### config.mk
export PLATFORM = sky130hd
export DESIGN_NAME = collision_event_queue
export DESIGN_NICKNAME = d
export VERILOG_FILES = /design/src/rtl/collision_event_queue.sv
export SDC_FILE = /design/constraint.sdc
export NUM_CORES = 1
export LEC_CHECK = 0
export ABC_AREA = 1
export BUFFER_PORTS_ARGS = -buffer_cell sky130_fd_sc_hd__buf_2
export CORE_ASPECT_RATIO = 0.8
export CORE_UTILIZATION = 45
export DETAILED_ROUTE_END_ITERATION = 16
export SYNTH_ARGS = -nofsm -noshare
export SYNTH_HDL_FRONTEND = slang
export SYNTH_SLANG_ARGS = --single-unit
export TNS_END_PERCENT = 20
### constraint.sdc
create_clock -name clk -period 9.01 [get_ports clk]
set_clock_uncertainty 0.05 [all_clocks]
set_input_delay 0.4505 -clock clk [delete_from_list [all_inputs] [get_ports clk]]
set_output_delay 0.4505 -clock clk [all_outputs]
set_load 0.05 [all_outputs]
### src/rtl/collision_event_queue.sv
// Collision event queue: latches ball-ball/wall/hole hit pulses into per-type pending registers,
// arbitrates them into a show-ahead FIFO and tracks per-frame and dropped-event statistics.
module collision_event_queue #(
    parameter int unsigned DEPTH     = 8,
    parameter int unsigned CNT_W     = 8,
    parameter int unsigned NUM_BALLS = 3
) (
    input  logic                 clk,
    input  logic                 resetN,
    input  logic                 startOfFrame,
    input  logic [NUM_BALLS:0]   balls_collide,
    input  logic [1:0][3:0]      Balls_col_ID,
    input  logic [NUM_BALLS:0]   ballwall_collide,
    input  logic [1:0]           collided_wall,
    input  logic [NUM_BALLS:0]   ballhole_collide,
    output logic                 evt_valid,
    input  logic                 evt_ready,
    output logic [1:0]           evt_type,
    output logic [3:0]           evt_idA,
    output logic [3:0]           evt_idB,
    output logic [1:0]           evt_wall,
    output logic [NUM_BALLS:0]   evt_mask,
    output logic [CNT_W-1:0]     drop_count,
    output logic [CNT_W-1:0]     frame_events
);

    localparam int unsigned AW = $clog2(DEPTH);
    localparam int unsigned PW = AW + 1;

    typedef struct packed {
        logic [1:0]         typ;
        logic [3:0]         id_a;
        logic [3:0]         id_b;
        logic [1:0]         wall;
        logic [NUM_BALLS:0] mask;
    } evt_t;

    evt_t             mem [DEPTH];
    logic [PW-1:0]    wr_ptr, rd_ptr;
    evt_t             pend_bb, pend_bw, pend_bh;
    logic             flag_bb, flag_bw, flag_bh;
    logic [CNT_W-1:0] frame_cnt;

    logic             empty, full, pop, can_push, push;
    logic             push_bb, push_bw, push_bh;
    logic             arr_bb, arr_bw, arr_bh;
    logic             load_bb, load_bw, load_bh;
    logic [1:0]       n_drops;
    logic [CNT_W+1:0] drop_sum;
    logic [CNT_W-1:0] drop_next, frame_inc;
    evt_t             push_data, new_bb, new_bw, new_bh, head;

    function automatic logic [3:0] low_idx(input logic [NUM_BALLS:0] v);
        logic [3:0] idx;
        idx = '0;
        for (int i = int'(NUM_BALLS); i >= 0; i--) begin
            if (v[i]) idx = 4'(i);
        end
        return idx;
    endfunction

    // Pointers carry one extra wrap bit so full and empty are distinguishable.
    assign empty = (wr_ptr == rd_ptr);
    assign full  = (wr_ptr[AW] != rd_ptr[AW]) && (wr_ptr[AW-1:0] == rd_ptr[AW-1:0]);

    // Show-ahead head; payload forced to zero while the queue is empty.
    assign head      = mem[rd_ptr[AW-1:0]];
    assign evt_valid = !empty;
    assign evt_type  = evt_valid ? head.typ  : '0;
    assign evt_idA   = evt_valid ? head.id_a : '0;
    assign evt_idB   = evt_valid ? head.id_b : '0;
    assign evt_wall  = evt_valid ? head.wall : '0;
    assign evt_mask  = evt_valid ? head.mask : '0;

    // Arbitration, capture decisions and counter next values.
    always_comb begin
        pop      = evt_valid && evt_ready;
        can_push = !full || pop;
        push_bh  = can_push && flag_bh;
        push_bb  = can_push && flag_bb && !flag_bh;
        push_bw  = can_push && flag_bw && !flag_bh && !flag_bb;
        push     = push_bh || push_bb || push_bw;

        push_data = pend_bw;
        if (push_bh)      push_data = pend_bh;
        else if (push_bb) push_data = pend_bb;

        arr_bb  = |balls_collide;
        arr_bw  = |ballwall_collide;
        arr_bh  = |ballhole_collide;
        load_bb = arr_bb && (!flag_bb || push_bb);
        load_bw = arr_bw && (!flag_bw || push_bw);
        load_bh = arr_bh && (!flag_bh || push_bh);

        new_bb = '{typ: 2'b01, id_a: Balls_col_ID[0], id_b: Balls_col_ID[1],
                   wall: 2'b00, mask: balls_collide};
        new_bw = '{typ: 2'b10, id_a: low_idx(ballwall_collide), id_b: 4'd0,
                   wall: collided_wall, mask: ballwall_collide};
        new_bh = '{typ: 2'b11, id_a: low_idx(ballhole_collide), id_b: 4'd0,
                   wall: 2'b00, mask: ballhole_collide};

        n_drops   = 2'(arr_bb && !load_bb) + 2'(arr_bw && !load_bw) + 2'(arr_bh && !load_bh);
        drop_sum  = {2'b00, drop_count} + (CNT_W+2)'(n_drops);
        drop_next = (|drop_sum[CNT_W+1:CNT_W]) ? '1 : drop_sum[CNT_W-1:0];
        frame_inc = (&frame_cnt) ? frame_cnt : frame_cnt + CNT_W'(1);
    end

    always_ff @(posedge clk or negedge resetN) begin
        if (!resetN) begin
            wr_ptr       <= '0;
            rd_ptr       <= '0;
            flag_bb      <= 1'b0;
            flag_bw      <= 1'b0;
            flag_bh      <= 1'b0;
            pend_bb      <= '0;
            pend_bw      <= '0;
            pend_bh      <= '0;
            drop_count   <= '0;
            frame_cnt    <= '0;
            frame_events <= '0;
        end else begin
            if (push) wr_ptr <= wr_ptr + PW'(1);
            if (pop)  rd_ptr <= rd_ptr + PW'(1);

            if (load_bb)      begin flag_bb <= 1'b1; pend_bb <= new_bb; end
            else if (push_bb) flag_bb <= 1'b0;
            if (load_bw)      begin flag_bw <= 1'b1; pend_bw <= new_bw; end
            else if (push_bw) flag_bw <= 1'b0;
            if (load_bh)      begin flag_bh <= 1'b1; pend_bh <= new_bh; end
            else if (push_bh) flag_bh <= 1'b0;

            drop_count <= drop_next;

            // A push coinciding with frame start belongs to the new frame.
            if (startOfFrame) begin
                frame_events <= frame_cnt;
                frame_cnt    <= push ? CNT_W'(1) : '0;
            end else if (push) begin
                frame_cnt <= frame_inc;
            end
        end
    end

    always_ff @(posedge clk) begin
        if (push) mem[wr_ptr[AW-1:0]] <= push_data;
    end

endmodule

# Yosys cells after proc, flatten, opt, wreduce, memory -nomap -nowiden
# Memories as Yosys holds them, arrays and structs flattened.
# Cells that the tools add are included.
[word_totals]
romBits = 0
reg_bits = 68
n_memories = 1
inputBits = 26
ram_bits = 128
latchBits = 0
[classes]
bitwise = 0
shift = 0
n_mul = 0
muxes = 28
n_lt_le_gt_ge = 0
reduce_logical = 38
div = 0
eq_ne = 4
n_addsub = 6
[mem_list]
columns = ["name", "depth", "width", "read_ports", "rd_clocked_by_memory_dff", "wr", "line_no", "source"]
rows = [
  ["mem", 8, 16, 1, 0, 1, "38", "evt_t mem [DEPTH];"],
]
[op_table]
columns = ["op", "n"]
rows = [
  ["4-bit two-way mux", 9],
  ["16-bit two-way mux", 2],
  ["8-bit two-way mux", 4],
  ["1-bit logical AND", 14],
  ["4-bit OR reduction", 3],
  ["8-bit by 2-bit adder with 9-bit output", 1],
  ["1-bit two-way mux", 9],
  ["4-bit by 1-bit adder with 4-bit output, second input constant", 2],
  ["8-bit by 1-bit adder with 8-bit output, second input constant", 1],
  ["1-bit logical NOT", 8],
  ["2-bit two-way mux", 4],
  ["8-bit AND reduction", 1],
  ["2-bit nonzero test", 4],
  ["1-bit logical OR", 6],
  ["4-bit == test", 1],
  ["3-bit == test", 1],
  ["1-bit by 1-bit adder with 2-bit output", 1],
  ["2-bit by 1-bit adder with 2-bit output", 1],
  ["2-bit inequality test, second input constant", 1],
  ["2-bit AND reduction", 1],
  ["2-bit OR reduction", 1],
  ["1-bit inequality test", 1],
]

# Longest topological paths before layout
# Gate-level depths: netlist (run 1).
[depth]
ltp_word = 16
depth_mapped = 17
mapped_depth_nobuf = 16

# Worst setup path before layout (run 1)
# Ideal clock, no wire load.
[synth_timing]
path_kind = "flip-flop to flip-flop"
startpoint = "reg rd_ptr[1]"
endpoint = "reg drop_count[7]"
path_stages_with_launch = 18
path_slack_ps = 5964
setup_time_ps = 147
arrival_ps = 2849
cell_sequence = "dfrtp_1 -> buf_4 -> inv_2 -> nand2_1 -> nand2_2 -> nor2_4 -> nand4_4 -> nand2_4 -> nand3_1 -> fa_1 -> inv_1 -> ha_1 -> fa_1 -> nand2_1 -> inv_1 -> nand3_1 -> a21boi_0 -> o21ai_0"
[synth_between]
elab_chain_len = 16
[synth_rtl]
columns = ["element", "line_no", "source"]
rows = [
  ["start, declared", "39", "logic [PW-1:0] wr_ptr, rd_ptr;"],
  ["start signal, assigned", "123", "if (pop) rd_ptr <= rd_ptr + PW'(1);"],
  ["4-bit == test / 3-bit == test (equally long branches)", "63, 64", ""],
  ["1-bit logical NOT / 1-bit logical AND (equally long branches)", "68, 64", ""],
  ["1-bit logical AND / 1-bit logical NOT (equally long branches)", "77, 78", ""],
  ["1-bit logical OR (*)", "78", "can_push = !full || pop;"],
  ["1-bit logical AND (3 in a row)", "81", "push_bw = can_push && flag_bw && !flag_bh && !flag_bb;"],
  ["1-bit logical OR", "92", "load_bw = arr_bw && (!flag_bw || push_bw);"],
  ["1-bit logical AND", "92", ""],
  ["1-bit logical NOT", "102", "n_drops = 2'(arr_bb && !load_bb) + 2'(arr_bw && !load_bw) + 2'(arr_bh && !load_bh);"],
  ["1-bit logical AND", "102", ""],
  ["1-bit by 1-bit adder with 2-bit output", "102", ""],
  ["2-bit by 1-bit adder with 2-bit output (*)", "102", ""],
  ["8-bit by 2-bit adder with 9-bit output (*)", "103", "drop_sum = {2'b00, drop_count} + (CNT_W+2)'(n_drops);"],
  ["2-bit OR reduction", "104", "drop_next = (|drop_sum[CNT_W+1:CNT_W]) ? '1 : drop_sum[CNT_W-1:0];"],
  ["8-bit two-way mux (*)", "104", ""],
  ["named net drop_next[7]", "50", "logic [CNT_W-1:0] drop_next, frame_inc;"],
  ["end signal, assigned", "132", "drop_count <= drop_next;"],
  ["end, declared", "23", "output logic [CNT_W-1:0] drop_count,"],
]
# Mark *: on every way through the listed nets, which the timed path passes. The rest lies on a longest branch.
# A chain may end at the register's enable or synchronous reset.

# Worst setup path in the final report (run 1)
# Same ends and word-level chain as after synthesis.

==> results of run 1 <==
cell type report:
| class | instances | area, µm² |
|---|---|---|
| clock inverters | 15 | 150 |
| inverters | 47 | 176 |
| flip-flops and latches | 192 | 5450 |
| repair buffers | 64 | 335 |
| well taps | 225 | 282 |
| multi-input cells | 525 | 2440 |
| fillers | 1543 | 8340 |
| clock buffers | 17 | 425 |
worst max-delay path, cell delays in order (launching register included):
cell and delay, ns:
dfrtp_1 0.33, buf_4 0.48, inv_2 0.31, nand2_1 0.14
nand2_2 0.07, nor2_4 0.13, nand4_4 0.16, nand2_4 0.18
nand3_1 0.12, fa_1 0.54, inv_1 0.05, ha_1 0.22
fa_1 0.38, nand2_1 0.13, inv_1 0.06, nand3_1 0.19
a21boi_0 0.25, o21ai_0 0.12
power breakdown:
part | total, mW | switching, mW | internal (mW)
registers | 1.38 | 0.107 | 1.27
logic | 1.54 | 1.17 | 0.369
clock network | 0.737 | 0.348 | 0.390
total | 3.66 | 1.63 | 2.03
sequential cells by signal, indices dropped and copies added (netlist names):
name          flops
drop_count        8
flag_bb           1
flag_bh           1
flag_bw           1
frame_cnt         8
frame_events      8
mem             128
pend_bb          13
pend_bh           7
pend_bw           9
rd_ptr            4
wr_ptr            4
cell families (layout without fill, tap and decap cells):
logic type / count (synthesis) / after routing / share of synthesized area
fa+ha+maj: 7 / 7 / 0.0125
buf+inv: 80 / 143 / 0.0390
compound gates: 128 / 128 / 0.0816
xor+xnor: 9 / 9 / 0.00963
simple gates: 381 / 381 / 0.192
flops: 192 / 192 / 0.665
per-layer routing:
layer	wire, µm	up-vias	GRT usage
met5	0	-	0
met4	172	0	0.0499
met3	897	17	0.0505
met2	8130	132	0.326
met1	8330	2640	0.269
li1	-	2776	-
placed cells by master, fill, tap and decap left out, types with 3 or more instances in the layout:
| cell type | count |
|---|---|
| nand2_4 | 3 |
| clkbuf_16 | 17 |
| nor3_1 | 5 |
| inv_2 | 3 |
| a21oi_1 | 3 |
| inv_1 | 44 |
| inv_6 | 6 |
| nand3_1 | 41 |
| o21ai_1 | 4 |
| buf_2 | 58 |
| a31oi_1 | 16 |
| o21ai_0 | 101 |
| dfrtp_1 | 63 |
| clkinvlp_4 | 4 |
| edfxtp_1 | 128 |
| xnor2_1 | 3 |
| buf_4 | 6 |
| or2_2 | 3 |
| nor2_1 | 144 |
| nor2_2 | 7 |
| ha_1 | 5 |
| nand2_1 | 168 |
| xor2_1 | 6 |
| clkinv_4 | 3 |
worst max-delay path by stage:
stage / start / end
global placement: rd_ptr[1] / drop_count[7]
detailed placement: rd_ptr[1] / drop_count[7]
finish: rd_ptr[1] / drop_count[7]
CTS: rd_ptr[1] / drop_count[7]
floorplan: rd_ptr[1] / drop_count[7]
global route: rd_ptr[1] / drop_count[7]
metrics by stage:
| stage | setup WS [ns] | utilization |
|---|---|---|
| after global routing | 4.74 | 0.526 |
| after detailed placement | 4.96 | 0.493 |
| after floorplan | 5.96 | - |
| after global placement | 5.14 | 0.493 |
| after CTS | 4.95 | 0.526 |
| final | 4.97 | 0.526 |
==> metrics.csv, run 1 <==
metric,value,unit
run_status,finished clean,
cts.sinks,192,
vias,5565,
synth-async-reset-ratio,0.333,
area_growth,13.0,%
fin_crit_sh,0.448,
finalCriticalPeriod,4.04,ns
slew_headroom,0.273,
yosys-top-cells-count,"nand2_1, nor2_1, edfxtp_1",
synth_warnings,0,
power.leakage,3.85,nW
synth_seq_cells,192,
drt_iter0_markers,420,
grt_overflow,0,
dieArea,0.0187,mm²
post_drt_via_cell_ratio,5.13,
path_class,reg -> reg,
numCtsBuffers,17,
syn_inst,797,
worst_r2r_startpoint,rd_ptr[1],
dp.cells,1053,
hold_class,in -> async,
cp.required,9.26,ns
nets,880,
insertion_delay,0.43,ns
yosysSeqAreaShare,0.665,
fin_setup_tns,0,ns
synth_top_cell_area_share,0.469,
cp-start-kind,flip-flop,
antenna_found_initial,1,
fmax,248,MHz
power_density,395,mW/mm²
synth_area_leader_cell,edfxtp_1,
grt_usage,0.200,
synth_nets,830,
grt_pass1_wl,28300,µm
die_y,123,µm
diodes,0,
postRouteAntennaNets,0,
critPathArrivalTime,4.29,ns
rsz0062_at_grt,false,
grt_pass1_vias,5418,
htree_levels,4,
dpl-instance-area,0.00868,mm²
synth_area,0.00819,mm²
ff2ff_setup_slack,4.97,ns
initial_utilization,0.465,
routedWlPerCell,16.2,µm
setup_violations,0,
drc,0,
clockBufferDepth,2,
fp.dieW,153,µm
ioPinCount,59,
clkTransAtPathRegs,0.07,ns
slew_violations,0,
synth_most_common_cell,nand2_1,
synth.avg_cell_area,10.3,µm²
dp_hpwl,10800,µm
fin_area,0.00925,mm²
rows,43,
ctsHoldBuffers,0,
crit_path_max_fanout,52,
hold_viol,0,
ff2ff_path_depth,17,
r2r-end,drop_count[7],
port_buffers,58,
dr.pass1.iters,4,
holdWs,0.136,ns
synth_edf_count,128,
grt_max_degree,68,
finalPower,3.66,mW
ir_drop,0.000260,V
layout.cells.non_filler,1085,
place_congestion,0.816,
cts_tree,built,
worst_pin_slew,1.09,ns
drive_gt1_frac,0.137,
core_area,0.0176,mm²
cts_setup_buffers,0,
synthFlopType,edfxtp_1,
synthTopCellsByArea,"edfxtp_1, dfrtp_1, nand2_1",
crit_path_end_kind,flip-flop,
routed_wl,17500,µm
yosysUniqueCellTypes,36,
cts_root_buf,clkbuf_16,
cts_resized,0,
max_cap_violations,0,
No activity file was read; power rests on OpenSTA's default activity.
==> inputs of run 2 (changes only) <==
clock period = 4.07 ns   (was 9.01 ns; I/O delays follow)
==> run 2 against run 1 <==
Critical path depth shrank 4. Core utilization up 2.1 points. Worst hold slack worse by 0.098 ns. Sequential share of layout area fell by 2.2 points. Flip-flop and latch count unchanged. First-iteration DRC count shrank 4.3%. Count of clock-buffer cells in the layout stayed put. Cell area grew 4.0%. Via count increased by 4.9%. Power is 130% higher. Die area stayed put. Critical endpoint unchanged. Largest power group unchanged.
==> metrics.csv, run 2 (synthesis results as in run 1) <==
metric,value,unit
run_status,finished clean,
fp.dieW,153,µm
max_cap_violations,0,
antenna_found_initial,0,
grt_overflow,0,
finalCriticalPeriod,3.28,ns
insertion_delay,0.43,ns
routed_wl,18200,µm
cp-startpoint,wr_ptr[2],
port_buffers,58,
slew_headroom,0.310,
place_congestion,0.833,
drt_iter0_markers,402,
fin_setup_tns,0,ns
worst_pin_slew,1.03,ns
cts.sinks,192,
initial_utilization,0.465,
largest_reg_flops,128,
ioPinCount,59,
cp-endpoint,drop_count[7],
setup_violations,0,
cts_root_buf,clkbuf_16,
crit_path_end_kind,flip-flop,
grt_max_degree,66,
clkTransAtPathRegs,0.07,ns
dr.pass1.iters,5,
cpMaxStageDelayCell,fa_1,
vias,5839,
die_y,123,µm
final_common_cell,nand2_1,
dp_hpwl,11500,µm
finalPower,8.32,mW
postRouteAntennaNets,0,
r2r-end,drop_count[7],
routedWlPerCell,16.2,µm
dpl-instance-area,0.00876,mm²
ff2ff_setup_slack,0.79,ns
final_cell_mix,"nand2_1, nor2_1, edfxtp_1",
drive_gt1_frac,0.140,
path_class,reg -> reg,
ir_drop,0.000583,V
power_density,865,mW/mm²
grt_pass1_vias,5728,
ctsHoldBuffers,23,
slew_violations,0,
cts_setup_buffers,0,
cts_resized,0,
area_growth,17.5,%
numCtsBuffers,17,
ff2ff_path_depth,13,
grt_pass1_wl,29300,µm
critPathArrivalTime,3.55,ns
crit_path_max_fanout,10,
max_stage_delay,0.53,ns
worst_r2r_startpoint,wr_ptr[2],
post_drt_via_cell_ratio,5.21,
dieArea,0.0187,mm²
cp.required,4.34,ns
cts_tree,built,
power.leakage,4.05,nW
rows,43,
hold_class,in -> reg,
fmax,305,MHz
grt_usage,0.208,
fin_area,0.00962,mm²
htree_levels,4,
drc,0,
crit_path_cell_trace,"xnor2_1, nand4_4, nand2_4, nand3_1, fa_1, inv_1, ha_1, fa_1, nand2_1, inv_1, nand3_1, a21boi_0, o21ai_0",
cp-start-kind,flip-flop,
diodes,0,
rsz0062_at_grt,false,
fin_crit_sh,0.806,
hold_viol,0,
core_area,0.0176,mm²
nets,916,
clockBufferDepth,2,
run 2: changes by cell type in the layout (fill, tap and decap cells not counted):
cell / before / now
clkinv_8: 0 / 1
nor2_2: 7 / 1
dlygate4sd3_1: 0 / 23
buf_4: 6 / 19
clkinvlp_4: 4 / 3
bufinv_16: 1 / 3
inv_8: 1 / 2
clkinv_4: 3 / 2
inv_6: 6 / 4
nor2_1: 144 / 150
run 2: where the power goes:
part,internal (mW),switching (mW),leakage [nW]
registers,2.80,0.239,1.95
clock network,0.990,0.769,0.298
logic,0.897,2.62,1.80
run 2: layer usage:
metal	vias to the layer above	GRT usage	share of wire	wire length (µm)
li1	2854	-	-	-
met1	2823	0.273	0.47	8620
met2	142	0.343	0.47	8540
met3	20	0.0463	0.046	832
met4	0	0.0777	0.012	219
met5	-	0	0	0
run 2: worst min path at each step:
stage	startpoint	end	slack, ns	cells after the start
floorplan	resetN	drop_count[0]	-0.14	0
global placement	resetN	frame_events[3]	0.15	1
detailed placement	resetN	frame_events[3]	0.16	1
CTS	evt_ready	rd_ptr[3]	0.02	3
global route	evt_ready	rd_ptr[3]	0.03	3
finish	evt_ready	rd_ptr[3]	0.04	3
run 2: critical path, delay by kind of cell, from the launching register on:
kind | cells | cell delay (ns)
fa+ha+maj | 3 | 1.12
simple gates | 5 | 0.85
flops | 1 | 0.42
xor+xnor | 1 | 0.33
compound gates | 2 | 0.29
buf+inv | 2 | 0.10
run 2: area by class of cell:
cell class                      count  area, µm²
Clock buffer                       17        425
Clock inverter                     15        204
Multi-Input combinational cell    525       2420
Sequential cell                   192       5450
Fill cell                        1481       7970
Tap cell                          225        282
Inverter                           47        176
Timing Repair Buffer              100        663
run 2: stage by stage:
step           setup slack (ns)   util  hold WS (ns)  cells
3_3_place_gp              0.823  0.498         0.149   1066
2_1_floorplan              1.02      -        -0.142    797
3_5_place_dp              0.742  0.498         0.159   1066
4_1_cts                   0.741  0.547        0.0171   1121
5_1_grt                   0.482  0.547        0.0338   1121
6_report                  0.789  0.547        0.0385   1121
==> inputs of run 3 (changes only) <==
clock period = 3.2 ns   (was 4.07 ns; I/O delays follow)
==> run 3 against run 2 <==
Worst hold slack lost 0.0035 ns. Non-clock buffer count grew 10. Critical path type unchanged. Register-to-register slack lost 0.56 ns. Largest power group unchanged. Via count grew 1.7%. Clock power grew 11%. Count of clock-buffer cells in the layout grew 3.
==> metrics.csv, run 3 (synthesis results as in run 1) <==
metric,value,unit
rows,43,
power_density,1080,mW/mm²
grt_usage,0.208,
worst_r2r_startpoint,wr_ptr[1],
setup_violations,0,
insertion_delay,0.42,ns
hold_class,in -> reg,
routed_wl,18600,µm
cp.required,3.45,ns
cts.sinks,192,
grtUsageMet3,0.0427,
cp-startpoint,wr_ptr[1],
dr.pass1.iters,5,
drt_iter0_markers,369,
rsz0062_at_grt,false,
antenna_found_initial,0,
place_congestion,0.835,
postRouteAntennaNets,0,
grt_pass1_vias,5668,
htree_levels,4,
r2r-end,drop_count[7],
die_y,123,µm
ff2ff_setup_slack,0.23,ns
fmax,337,MHz
fp.dieW,153,µm
drive_gt1_frac,0.147,
cp-endpoint,drop_count[7],
ioPinCount,59,
grt_pass1_wl,29500,µm
gr-usage-met2,0.331,
area_growth,17.9,%
path_class,reg -> reg,
hold_start,startOfFrame,
largest_reg_flops,128,
holdPathStages,3,
cp-start-kind,flip-flop,
dp.cells,1072,
port_buffers,58,
layout.cells.non_filler,1131,
ff2ff_path_depth,16,
nets,926,
power.leakage,4.06,nW
dp_hpwl,11800,µm
critPathArrivalTime,3.22,ns
cts_tree,built,
top_usage_layer,met2,
fin_setup_tns,0,ns
final_common_cell,nand2_1,
dieArea,0.0187,mm²
fin_crit_sh,0.928,
slew_headroom,0.472,
finalCriticalPeriod,2.97,ns
diodes,0,
grtUsageMet1,0.289,
cts_root_buf,clkbuf_16,
vias,5936,
clockBufferDepth,2,
final_cell_mix,"nand2_1, nor2_1, edfxtp_1",
post_drt_via_cell_ratio,5.25,
holdWs,0.0350,ns
max_cap_violations,0,
fin_util,0.549,
ir_drop,0.000743,V
clkTransAtPathRegs,0.07,ns
drc,0,
grt_max_degree,66,
routedWlPerCell,16.4,µm
slew_violations,0,
crit_path_end_kind,flip-flop,
initial_utilization,0.465,
run_status,finished clean,
hold_viol,0,
worst_pin_slew,0.789,ns
numCtsBuffers,17,
grt_overflow,0,
crit_path_max_fanout,4,
core_area,0.0176,mm²
-- run 3: how the worst min path moves through the flow --
stage | endpoint | slack (ns)
after floorplan | drop_count[0] | -0.19
after global placement | frame_events[3] | 0.1
after detailed placement | frame_events[3] | 0.11
after CTS | frame_events[2] | 0.008
after global routing | frame_events[2] | 0.03
final | frame_events[2] | 0.03
-- run 3: critical path: stages (launching register included) --
cell and delay, ns:
dfrtp_1 0.41, inv_2 0.07, nand2_1 0.08, nand2_2 0.08, nor2_4 0.13, nand4_4 0.15, nand2_4 0.10, nand3_1 0.10
fa_1 0.52, inv_1 0.04, ha_1 0.22, fa_2 0.36, nand2_2 0.10, inv_1 0.06, nand3_1 0.10, a21boi_0 0.18
o21ai_0 0.10
-- run 3: final cells by class --
| cell class | count | area (µm²) |
|---|---|---|
| multi-input combinational | 525 | 2450 |
| timing repair buffer | 110 | 753 |
| inverter | 47 | 176 |
| clock buffer | 20 | 437 |
| sequential | 192 | 5450 |
| tap | 225 | 282 |
| clock inverter | 12 | 110 |
| fill | 1522 | 7940 |
-- run 3: power by group --
group	switching (mW)	internal (mW)	total (mW)
combinational	3.38	1.21	4.59
clock	0.885	1.08	1.96
sequential	0.318	3.57	3.88
total	4.58	5.85	10.4
-- run 3: per-layer routing --
| metal | vias to the layer above | part of all wire | routed length [µm] |
|---|---|---|---|
| met5 | - | 0 | 0 |
| met4 | 0 | 0.016 | 289 |
| met3 | 18 | 0.054 | 1010 |
| met2 | 171 | 0.46 | 8520 |
| met1 | 2880 | 0.47 | 8770 |
| li1 | 2867 | - | - |
-- run 3: stage by stage --
| step | instance area [µm²] | power (mW) | setup WS [ns] |
|---|---|---|---|
| 3_3_place_gp | 8820 | 8.34 | 0.244 |
| 2_1_floorplan | 8190 | 7.11 | 0.154 |
| 4_1_cts | 9610 | 10.5 | 0.0668 |
| 5_1_grt | 9650 | 11.1 | 0.0377 |
| 6_report | 9650 | 10.4 | 0.231 |
| 3_5_place_dp | 8820 | 8.46 | 0.0736 |
-- run 3: what timing repair did --
item	4_1_cts	5_1_grt
endpoints found under the setup margin	0	7
hold buffers	24	0
buffers inserted	0	3
hold endpoints to repair	46	0
resized for setup	0	5
